### src/rtl/pipeline_hazard_sequencer_if.sv
// pipeline_hazard_sequencer_if
// Bundles the pipeline-facing signals of the hazard sequencer.
//   master : pipeline side. It drives hazard sources and the memory ack,
//            and observes the stage controls and the counters.
//   slave  : sequencer side.
// Ports/signals:
//   ResultSrcE, RD_E, RS1_D, RS2_D, PCSrcE, MemReqM, dmem_ack : hazard sources
//   dmem_req, Stall{F,D,E,M}, Flush{D,E,W}, err                : controls/status
//   cnt_lw, cnt_mem, cnt_flush                                 : event counters
interface pipeline_hazard_sequencer_if #(
    parameter int CNT_W = 32
);
    logic [1:0]       ResultSrcE;
    logic [4:0]       RD_E;
    logic [4:0]       RS1_D;
    logic [4:0]       RS2_D;
    logic             PCSrcE;
    logic             MemReqM;
    logic             dmem_ack;
    logic             dmem_req;
    logic             StallF;
    logic             StallD;
    logic             StallE;
    logic             StallM;
    logic             FlushD;
    logic             FlushE;
    logic             FlushW;
    logic             err;
    logic [CNT_W-1:0] cnt_lw;
    logic [CNT_W-1:0] cnt_mem;
    logic [CNT_W-1:0] cnt_flush;

    modport master (
        output ResultSrcE, RD_E, RS1_D, RS2_D, PCSrcE, MemReqM, dmem_ack,
        input  dmem_req, StallF, StallD, StallE, StallM, FlushD, FlushE, FlushW,
        input  err, cnt_lw, cnt_mem, cnt_flush
    );

    modport slave (
        input  ResultSrcE, RD_E, RS1_D, RS2_D, PCSrcE, MemReqM, dmem_ack,
        output dmem_req, StallF, StallD, StallE, StallM, FlushD, FlushE, FlushW,
        output err, cnt_lw, cnt_mem, cnt_flush
    );
endinterface

### src/rtl/pipeline_hazard_sequencer.sv
// pipeline_hazard_sequencer
// Central stall/flush sequencer for a 5-stage RV32I pipeline. It merges three
// hazard sources into one prioritised set of stage controls:
//   1. a data-memory wait
//   2. an E-stage redirect
//   3. a load-use interlock
// It also keeps saturating hazard event counters.
// Ports:
//   clk : rising-edge clock
//   rst : asynchronous, active-low reset
//   hif : pipeline_hazard_sequencer_if.slave (hazard sources, controls, counters)
//
// state | meaning
// ------+---------------------------------------------------------------
// RUN   | no access outstanding; dmem_req follows MemReqM
// DWAIT | access outstanding, memory has not acked yet; pipeline frozen
// ERR   | memory timed out; pipeline frozen until reset
module pipeline_hazard_sequencer #(
    parameter int WAIT_W         = 8,
    parameter int TIMEOUT_CYCLES = 200,
    parameter int CNT_W          = 32
) (
    input  logic                         clk,
    input  logic                         rst,
    pipeline_hazard_sequencer_if.slave   hif
);

    typedef enum logic [1:0] {RUN = 2'd0, DWAIT = 2'd1, ERR = 2'd2} stateT;

    stateT             state;
    stateT             stateNext;
    logic [WAIT_W-1:0] waitCnt;
    logic [WAIT_W-1:0] waitNext;
    logic              errReg;

    logic              lwHazard;
    logic              memStall;
    logic              flushWin;
    logic              lwWin;
    logic [CNT_W-1:0]  cntLw;
    logic [CNT_W-1:0]  cntMem;
    logic [CNT_W-1:0]  cntFlush;

    assign lwHazard = (hif.ResultSrcE == 2'b01) && (hif.RD_E != 5'd0) &&
                      ((hif.RS1_D == hif.RD_E) || (hif.RS2_D == hif.RD_E));

    always_ff @(posedge clk or negedge rst) begin
        if (!rst) begin
            state   <= RUN;
            waitCnt <= '0;
        end else begin
            state   <= stateNext;
            waitCnt <= waitNext;
        end
    end

    // The wait count includes the RUN cycle that first missed. The FSM
    // enters ERR on the cycle where that count reaches TIMEOUT_CYCLES.
    always_comb begin
        stateNext = state;
        waitNext  = waitCnt;
        case (state)
            RUN: begin
                if (hif.MemReqM && !hif.dmem_ack) begin
                    stateNext = DWAIT;
                    waitNext  = WAIT_W'(1);
                end
            end
            DWAIT: begin
                if (hif.dmem_ack) begin
                    stateNext = RUN;
                    waitNext  = '0;
                end else begin
                    waitNext = waitCnt + WAIT_W'(1);
                    if (waitNext >= WAIT_W'(TIMEOUT_CYCLES)) stateNext = ERR;
                end
            end
            ERR:     stateNext = ERR;
            default: stateNext = RUN;
        endcase
    end

    // The controls are gated with rst so that every output is 0 while
    // reset is held, even though hazard inputs may be live.
    always_comb begin
        memStall     = 1'b0;
        hif.dmem_req = 1'b0;
        case (state)
            RUN: begin
                memStall     = hif.MemReqM && !hif.dmem_ack;
                hif.dmem_req = hif.MemReqM;
            end
            DWAIT: begin
                memStall     = !hif.dmem_ack;
                hif.dmem_req = 1'b1;
            end
            ERR:     memStall = 1'b1;
            default: memStall = 1'b0;
        endcase
        memStall     = memStall && rst;
        hif.dmem_req = hif.dmem_req && rst;

        flushWin = rst && !memStall && hif.PCSrcE;
        lwWin    = rst && !memStall && !hif.PCSrcE && lwHazard;

        // While frozen, a redirect in E stays held and is applied on the
        // release cycle. FlushW bubbles W so the stalled M result is not
        // retired twice.
        hif.StallF = memStall || lwWin;
        hif.StallD = memStall || lwWin;
        hif.StallE = memStall;
        hif.StallM = memStall;
        hif.FlushW = memStall;
        hif.FlushD = flushWin;
        hif.FlushE = flushWin || lwWin;
    end

    always_ff @(posedge clk or negedge rst) begin
        if (!rst) begin
            errReg   <= 1'b0;
            cntLw    <= '0;
            cntMem   <= '0;
            cntFlush <= '0;
        end else begin
            if (stateNext == ERR) errReg <= 1'b1;
            if (lwWin && (cntLw != '1))       cntLw    <= cntLw + CNT_W'(1);
            if (flushWin && (cntFlush != '1)) cntFlush <= cntFlush + CNT_W'(1);
            if (memStall && (state != ERR) && (cntMem != '1))
                cntMem <= cntMem + CNT_W'(1);
        end
    end

    assign hif.err       = errReg;
    assign hif.cnt_lw    = cntLw;
    assign hif.cnt_mem   = cntMem;
    assign hif.cnt_flush = cntFlush;

endmodule
### src/flat_wrapper.sv
// flat-port wrapper written by rule: the top's interface ports become plain ports
module pipeline_hazard_sequencer_flat 
#(
    parameter int WAIT_W         = 8,
    parameter int TIMEOUT_CYCLES = 200,
    parameter int CNT_W          = 32
)
  (clk, rst, hif_ResultSrcE, hif_RD_E, hif_RS1_D, hif_RS2_D, hif_PCSrcE, hif_MemReqM, hif_dmem_ack, hif_dmem_req, hif_StallF, hif_StallD, hif_StallE, hif_StallM, hif_FlushD, hif_FlushE, hif_FlushW, hif_err, hif_cnt_lw, hif_cnt_mem, hif_cnt_flush);
  pipeline_hazard_sequencer_if #(.CNT_W(CNT_W)) hif_i ();
  input  logic clk;
  input  logic rst;
  input wire logic [$bits(hif_i.ResultSrcE)-1:0] hif_ResultSrcE;
  input wire logic [$bits(hif_i.RD_E)-1:0] hif_RD_E;
  input wire logic [$bits(hif_i.RS1_D)-1:0] hif_RS1_D;
  input wire logic [$bits(hif_i.RS2_D)-1:0] hif_RS2_D;
  input wire logic [$bits(hif_i.PCSrcE)-1:0] hif_PCSrcE;
  input wire logic [$bits(hif_i.MemReqM)-1:0] hif_MemReqM;
  input wire logic [$bits(hif_i.dmem_ack)-1:0] hif_dmem_ack;
  output wire logic [$bits(hif_i.dmem_req)-1:0] hif_dmem_req;
  output wire logic [$bits(hif_i.StallF)-1:0] hif_StallF;
  output wire logic [$bits(hif_i.StallD)-1:0] hif_StallD;
  output wire logic [$bits(hif_i.StallE)-1:0] hif_StallE;
  output wire logic [$bits(hif_i.StallM)-1:0] hif_StallM;
  output wire logic [$bits(hif_i.FlushD)-1:0] hif_FlushD;
  output wire logic [$bits(hif_i.FlushE)-1:0] hif_FlushE;
  output wire logic [$bits(hif_i.FlushW)-1:0] hif_FlushW;
  output wire logic [$bits(hif_i.err)-1:0] hif_err;
  output wire logic [$bits(hif_i.cnt_lw)-1:0] hif_cnt_lw;
  output wire logic [$bits(hif_i.cnt_mem)-1:0] hif_cnt_mem;
  output wire logic [$bits(hif_i.cnt_flush)-1:0] hif_cnt_flush;
  assign hif_i.ResultSrcE = hif_ResultSrcE;
  assign hif_i.RD_E = hif_RD_E;
  assign hif_i.RS1_D = hif_RS1_D;
  assign hif_i.RS2_D = hif_RS2_D;
  assign hif_i.PCSrcE = hif_PCSrcE;
  assign hif_i.MemReqM = hif_MemReqM;
  assign hif_i.dmem_ack = hif_dmem_ack;
  assign hif_dmem_req = hif_i.dmem_req;
  assign hif_StallF = hif_i.StallF;
  assign hif_StallD = hif_i.StallD;
  assign hif_StallE = hif_i.StallE;
  assign hif_StallM = hif_i.StallM;
  assign hif_FlushD = hif_i.FlushD;
  assign hif_FlushE = hif_i.FlushE;
  assign hif_FlushW = hif_i.FlushW;
  assign hif_err = hif_i.err;
  assign hif_cnt_lw = hif_i.cnt_lw;
  assign hif_cnt_mem = hif_i.cnt_mem;
  assign hif_cnt_flush = hif_i.cnt_flush;
  pipeline_hazard_sequencer #(.WAIT_W(WAIT_W), .TIMEOUT_CYCLES(TIMEOUT_CYCLES), .CNT_W(CNT_W)) u_core (.clk(clk), .rst(rst), .hif(hif_i));
endmodule
### config.mk
export PLATFORM = sky130hd
export DESIGN_NAME = pipeline_hazard_sequencer_flat
export DESIGN_NICKNAME = d
export VERILOG_FILES = /design/src/rtl/pipeline_hazard_sequencer_if.sv /design/src/rtl/pipeline_hazard_sequencer.sv /design/src/flat_wrapper.sv
export SDC_FILE = /design/constraint.sdc
export NUM_CORES = 1
export LEC_CHECK = 0
export ABC_AREA = 1
export BUFFER_PORTS_ARGS = -buffer_cell sky130_fd_sc_hd__buf_4
export CAP_MARGIN = 15
export CORE_ASPECT_RATIO = 2
export CORE_MARGIN = 8
export CORE_UTILIZATION = 53
export CTS_BUF_LIST = sky130_fd_sc_hd__clkbuf_8
export DETAILED_ROUTE_END_ITERATION = 10
export PLACE_DENSITY = 0.86
export REMOVE_ABC_BUFFERS = 1
export SYNTH_ARGS = -nofsm -noshare
export SYNTH_HDL_FRONTEND = slang
export SYNTH_SLANG_ARGS = --single-unit
### constraint.sdc
create_clock -name clk -period 1.6 [get_ports clk]
set_clock_uncertainty 0.05 [all_clocks]
set_input_delay 0.16 -clock clk [delete_from_list [all_inputs] [get_ports clk]]
set_output_delay 0.16 -clock clk [all_outputs]
set_load 0.02 [all_outputs]
==> report_table.html <==
<table>
<tr><th>Metric</th><th>Value</th></tr>
<tr><th colspan="2">Placement</th></tr>
<tr><td>Total of buffers placed on input and output ports</td><td>126</td></tr>
<tr><td>Placed cells</td><td>1530</td></tr>
<tr><td>Global placer's final weighted congestion</td><td>1.09</td></tr>
<tr><td>Detailed placement HPWL</td><td>20000 um</td></tr>
<tr><th colspan="2">Clocking</th></tr>
<tr><td>Clock Root Buffer</td><td>clkbuf_8</td></tr>
<tr><td>Cts bufs inserted</td><td>9</td></tr>
<tr><td>CTS Sinks</td><td>107</td></tr>
<tr><td>CTS tree</td><td>done</td></tr>
<tr><td>Worst-case clock buffer depth</td><td>2</td></tr>
<tr><td>Clock-pin slew on the worst setup and hold paths</td><td>0.13 ns</td></tr>
<tr><td>Latest clock arrival within the worst-skew pair</td><td>0.42 ns</td></tr>
<tr><td>H-tree depth</td><td>3</td></tr>
<tr><th colspan="2">Route</th></tr>
<tr><td>Vias after detailed routing</td><td>10540</td></tr>
<tr><td>Routed wirelength normalized by instance count</td><td>25.3 um</td></tr>
<tr><td>First-pass iteration count of the detailed router</td><td>9</td></tr>
<tr><td>Met2 routed wirelength</td><td>19400 um</td></tr>
<tr><td>Detail Route met3 WL</td><td>5150 um</td></tr>
<tr><td>Average via count per standard cell</td><td>6.45</td></tr>
<tr><td>Final WL</td><td>41300 um</td></tr>
<tr><td>Top routing layer used</td><td>met5</td></tr>
<tr><td>DR iter-0 viols</td><td>1855</td></tr>
<tr><td>DRT antenna net count</td><td>0</td></tr>
<tr><td>Detailed-route DRC error count</td><td>0</td></tr>
<tr><td>Routed met1 length</td><td>11500 um</td></tr>
<tr><th colspan="2">Min path</th></tr>
<tr><td>Class of the most critical hold timing path</td><td>in2reg</td></tr>
<tr><td>Startpoint of the most critical hold path</td><td>hif_dmem_ack</td></tr>
<tr><td>Hold Path Sink</td><td>u_core.waitCnt[0]$_DFFE_PN0P_</td></tr>
<tr><td>Number of instances on the worst hold path</td><td>3</td></tr>
<tr><th colspan="2">Setup path</th></tr>
<tr><td>Type of origin of the critical path</td><td>register</td></tr>
<tr><td>Reg-to-reg startpoint</td><td>u_core.hif.cnt_lw[20]$_DFFE_PN0P_</td></tr>
<tr><td>Cell at the slowest stage of the critical path</td><td>dfrtp_1</td></tr>
<tr><td>Worst path most repeated cell</td><td>nand2_2</td></tr>
<tr><td>Worst endpoint required time</td><td>1.90 ns</td></tr>
<tr><td>Worst reg-to-reg setup slack</td><td>-0.52 ns</td></tr>
<tr><td>Crit path cell chain</td><td>nand2_1 -&gt; nor3_4 -&gt; nand2_2 -&gt; nor2_2 -&gt; nand2_2 -&gt; buf_6 -&gt; nand4_4 -&gt; buf_6 -&gt; buf_16 -&gt; nand2_2 -&gt; nand2_1</td></tr>
<tr><td>Worst R2R Path Depth</td><td>11</td></tr>
<tr><td>Largest fanout on the critical path</td><td>7</td></tr>
<tr><td>Critical path capture point type</td><td>register</td></tr>
<tr><td>Max incr delay on CP</td><td>0.48 ns</td></tr>
<tr><td>Endpoint of the worst register-to-register path</td><td>u_core.hif.cnt_lw[11]$_DFFE_PN0P_</td></tr>
<tr><td>Worst path arrival time</td><td>2.41 ns</td></tr>
<tr><td>Startpoint-to-endpoint class of the critical path</td><td>reg2reg</td></tr>
<tr><th colspan="2">STA</th></tr>
<tr><td>Number of slew-limit violations in the final report</td><td>0</td></tr>
<tr><td>Final worst path period share</td><td>1.32</td></tr>
<tr><td>Least-Margin Pin Slew</td><td>0.872 ns</td></tr>
<tr><td>Max Clk Rate</td><td>472 MHz</td></tr>
<tr><td>Endpoints failing setup</td><td>103</td></tr>
<tr><td>Final worst-path setup slack</td><td>-0.517 ns</td></tr>
<tr><td>Final hold violations</td><td>0</td></tr>
<tr><td>Setup repair after global routing missed its margin</td><td>yes</td></tr>
<tr><td>Final worst path period need</td><td>2.12 ns</td></tr>
<tr><td>Worst relative slew slack</td><td>0.418</td></tr>
<tr><th colspan="2">Layout</th></tr>
<tr><td>Non-filler cells, final</td><td>1635</td></tr>
<tr><td>Net count, final</td><td>1503</td></tr>
<tr><td># diodes</td><td>0</td></tr>
<tr><td>Fraction of final layout cells sized beyond drive strength 1</td><td>0.461</td></tr>
<tr><td>Layout-stage area growth over the synthesis result</td><td>66.0%</td></tr>
<tr><th colspan="2">Global route</th></tr>
<tr><td>Largest net degree at the start of global routing</td><td>64</td></tr>
<tr><td>GRT Util Overall</td><td>0.383</td></tr>
<tr><td>Overflow left after global routing</td><td>0</td></tr>
<tr><td>Global-route wire length before repair</td><td>52800 um</td></tr>
<tr><td>Vias in the first global route</td><td>10046</td></tr>
<tr><td>Initial antenna violation count</td><td>1</td></tr>
<tr><th colspan="2">Pwr</th></tr>
<tr><td>Pleak</td><td>6.10 nW</td></tr>
<tr><td>PD cells</td><td>388 nW/um2</td></tr>
<tr><td>Total Power Consumption</td><td>0.00462 W</td></tr>
<tr><td>Worst VDD drop</td><td>0.406 mV</td></tr>
<tr><th colspan="2">Floorplanning</th></tr>
<tr><td>Core area</td><td>13400 um2</td></tr>
<tr><td>Initial core utilization</td><td>0.537</td></tr>
<tr><td>Area enclosed by the die boundary</td><td>17700 um2</td></tr>
<tr><td>Die boundary width</td><td>98.3 um</td></tr>
<tr><td>Vertical die dimension</td><td>181 um</td></tr>
<tr><td>Number of top-level design ports</td><td>127</td></tr>
<tr><td>Floorplan row count</td><td>60</td></tr>
<tr><th colspan="2">Yosys</th></tr>
<tr><td>Post-synth design cell area</td><td>7180 um2</td></tr>
<tr><td>Async SR Flop Fraction</td><td>1.00</td></tr>
<tr><td>Post-Synthesis Mean Instance Area</td><td>6.71 um2</td></tr>
<tr><td>Yosys warns</td><td>0</td></tr>
<tr><td>Yosys reg bits</td><td>107</td></tr>
<tr><td>Most frequently used flop master after synthesis</td><td>dfrtp_1</td></tr>
<tr><td>Mapped Cells</td><td>1070</td></tr>
<tr><td>Part of the Yosys area used for sequential elements</td><td>0.373</td></tr>
<tr><td>Number of flops mapped to enable cells by yosys</td><td>0</td></tr>
<tr><td>Cell variety after synth</td><td>33</td></tr>
<tr><th colspan="2">Outcome</th></tr>
<tr><td>Failing checks</td><td>negative setup slack</td></tr>
<tr><td>Run status</td><td>finished with violations</td></tr>
<tr><th colspan="2">Job</th></tr>
<tr><td>Max-capacitance violation count</td><td>0</td></tr>
</table>
[cell usage after synthesis (2+ instances only)]
cell type	count	area, um2
xnor2_1	28	245
o21ai_1	4	20.0
buf_4	8	60.1
inv_1	82	308
nand3b_1	16	120
nand4_1	13	81.3
nand2_4	2	22.5
ha_1	5	62.6
dfrtp_1	107	2680
nor2_2	3	18.8
nor2_4	4	45.0
nor3_2	4	40.0
nand3_2	3	30.0
o21ai_2	7	61.3
a21oi_1	2	10.0
nor3_1	24	120
o22ai_1	2	12.5
nand2_2	5	31.3
xor2_1	43	377
buf_6	9	101
inv_2	10	37.5
nand2_1	493	1850
o21ai_0	16	80.1
nand3_1	29	145
nor2_1	142	533
nor3b_1	2	15.0
[critical path: cells and delay by family, from the launching register on]
family | cells | cell delay [ns]
AND/OR/NAND/NOR | 8 | 1.05
buffers and inverters | 3 | 0.46
flip-flops | 1 | 0.48
[metal layers]
layer  vias to the layer above  track usage
li1                       4104            -
met1                      4722        0.360
met2                      1158        0.676
met3                       554       0.0971
met4                         2        0.315
met5                         -            0
[sequential cells by signal, summed over array words and instances, names as in the netlist]
| name | cells |
|---|---|
| u_core.hif.cnt_lw | 32 |
| u_core.state | 2 |
| u_core.hif.err | 1 |
| u_core.hif.cnt_flush | 32 |
| u_core.waitCnt | 8 |
| u_core.hif.cnt_mem | 32 |
[metrics by stage]
| step | utilization | TNS [ns] | hold WS (ns) | area, um2 | setup WS, ns |
|---|---|---|---|---|---|
| after floorplan | - | -30.16 | -0.186 | 7020 | -0.401 |
| after global placement | 0.723 | -14.35 | 0.0710 | 9670 | -0.220 |
| after detailed placement | 0.723 | -19.03 | 0.0697 | 9670 | -0.273 |
| after CTS | 0.840 | -9.31 | 0.0277 | 11200 | -0.208 |
| after global routing | 0.892 | -43.88 | 0.0520 | 11900 | -0.787 |
| final | 0.892 | -34.16 | 0.0401 | 11900 | -0.517 |
[final cells by class]
| type | instances | area [um2] |
|---|---|---|
| flip-flops and latches | 107 | 2690 |
| inverters | 93 | 395 |
| clock buffers | 10 | 138 |
| repair inverters | 3 | 47.5 |
| fillers | 567 | 1450 |
| multi-input cells | 854 | 4970 |
| well taps | 155 | 194 |
| repair buffers | 408 | 3440 |
| clock inverters | 5 | 37.5 |
[cells in the final DEF, fill, tap and decap left out, types with 8 or more instances in the layout]
master,instances
buf_12,9
buf_4,358
buf_6,31
clkbuf_8,10
dfrtp_1,99
dfrtp_2,8
inv_1,73
inv_2,15
nand2_1,380
nand2_2,87
nand2_4,31
nand3_1,21
nand3b_1,16
nand4_1,13
nor2_1,92
nor2_2,34
nor2_4,24
nor3_1,11
nor3_2,10
o21ai_2,13
xnor2_1,27
xor2_1,40
[cell families (layout without fill, tap and decap cells)]
kind of cell             Yosys count  count (layout)  synth area share
AO/OA/AOI/OAI                     35              35            0.0303
AND/OR/NAND/NOR                  742             743             0.430
adder cells (fa/ha/maj)            5               5           0.00872
flip-flops                       107             107             0.373
XOR/XNOR                          71              71            0.0866
buffers and inverters            110             519            0.0715
[repair_timing]
item,in CTS,in global routing
pin swaps,61,49
cloned,11,3
hold buffers,2,0
resized for setup,187,170
setup endpoints to repair,106,107
setup buffers,57,25
hold endpoints to repair,66,0
[report_power, final]
part | total [W] | switching, W | internal (W) | leakage (nW)
Sequential | 0.00270 | 0 | 0.00270 | 1.41
Clock | 0.00170 | 0.00109 | 0.000612 | 0.0852
Combinational | 0.000221 | 0.000140 | 0.0000807 | 4.60
Total | 0.00462 | 0.00123 | 0.00339 | 6.10
[worst max path at each step]
stage	from	end	slack, ns	depth (start not counted)
2_1_floorplan	u_core.hif.cnt_flush[1]$_DFFE_PN0P_	u_core.hif.cnt_flush[17]$_DFFE_PN0P_	-0.40	10
4_1_cts	u_core.state[0]$_DFF_PN0_	hif_FlushE	-0.21	6
6_report	u_core.hif.cnt_lw[20]$_DFFE_PN0P_	u_core.hif.cnt_lw[11]$_DFFE_PN0P_	-0.52	11
5_1_grt	u_core.hif.cnt_lw[20]$_DFFE_PN0P_	u_core.hif.cnt_lw[28]$_DFFE_PN0P_	-0.79	10
3_3_place_gp	u_core.hif.cnt_mem[0]$_DFFE_PN0P_	u_core.hif.cnt_mem[17]$_DFFE_PN0P_	-0.22	10
3_5_place_dp	u_core.hif.cnt_lw[0]$_DFFE_PN0P_	u_core.hif.cnt_lw[6]$_DFFE_PN0P_	-0.27	10
(Power assumes the default switching activity.)
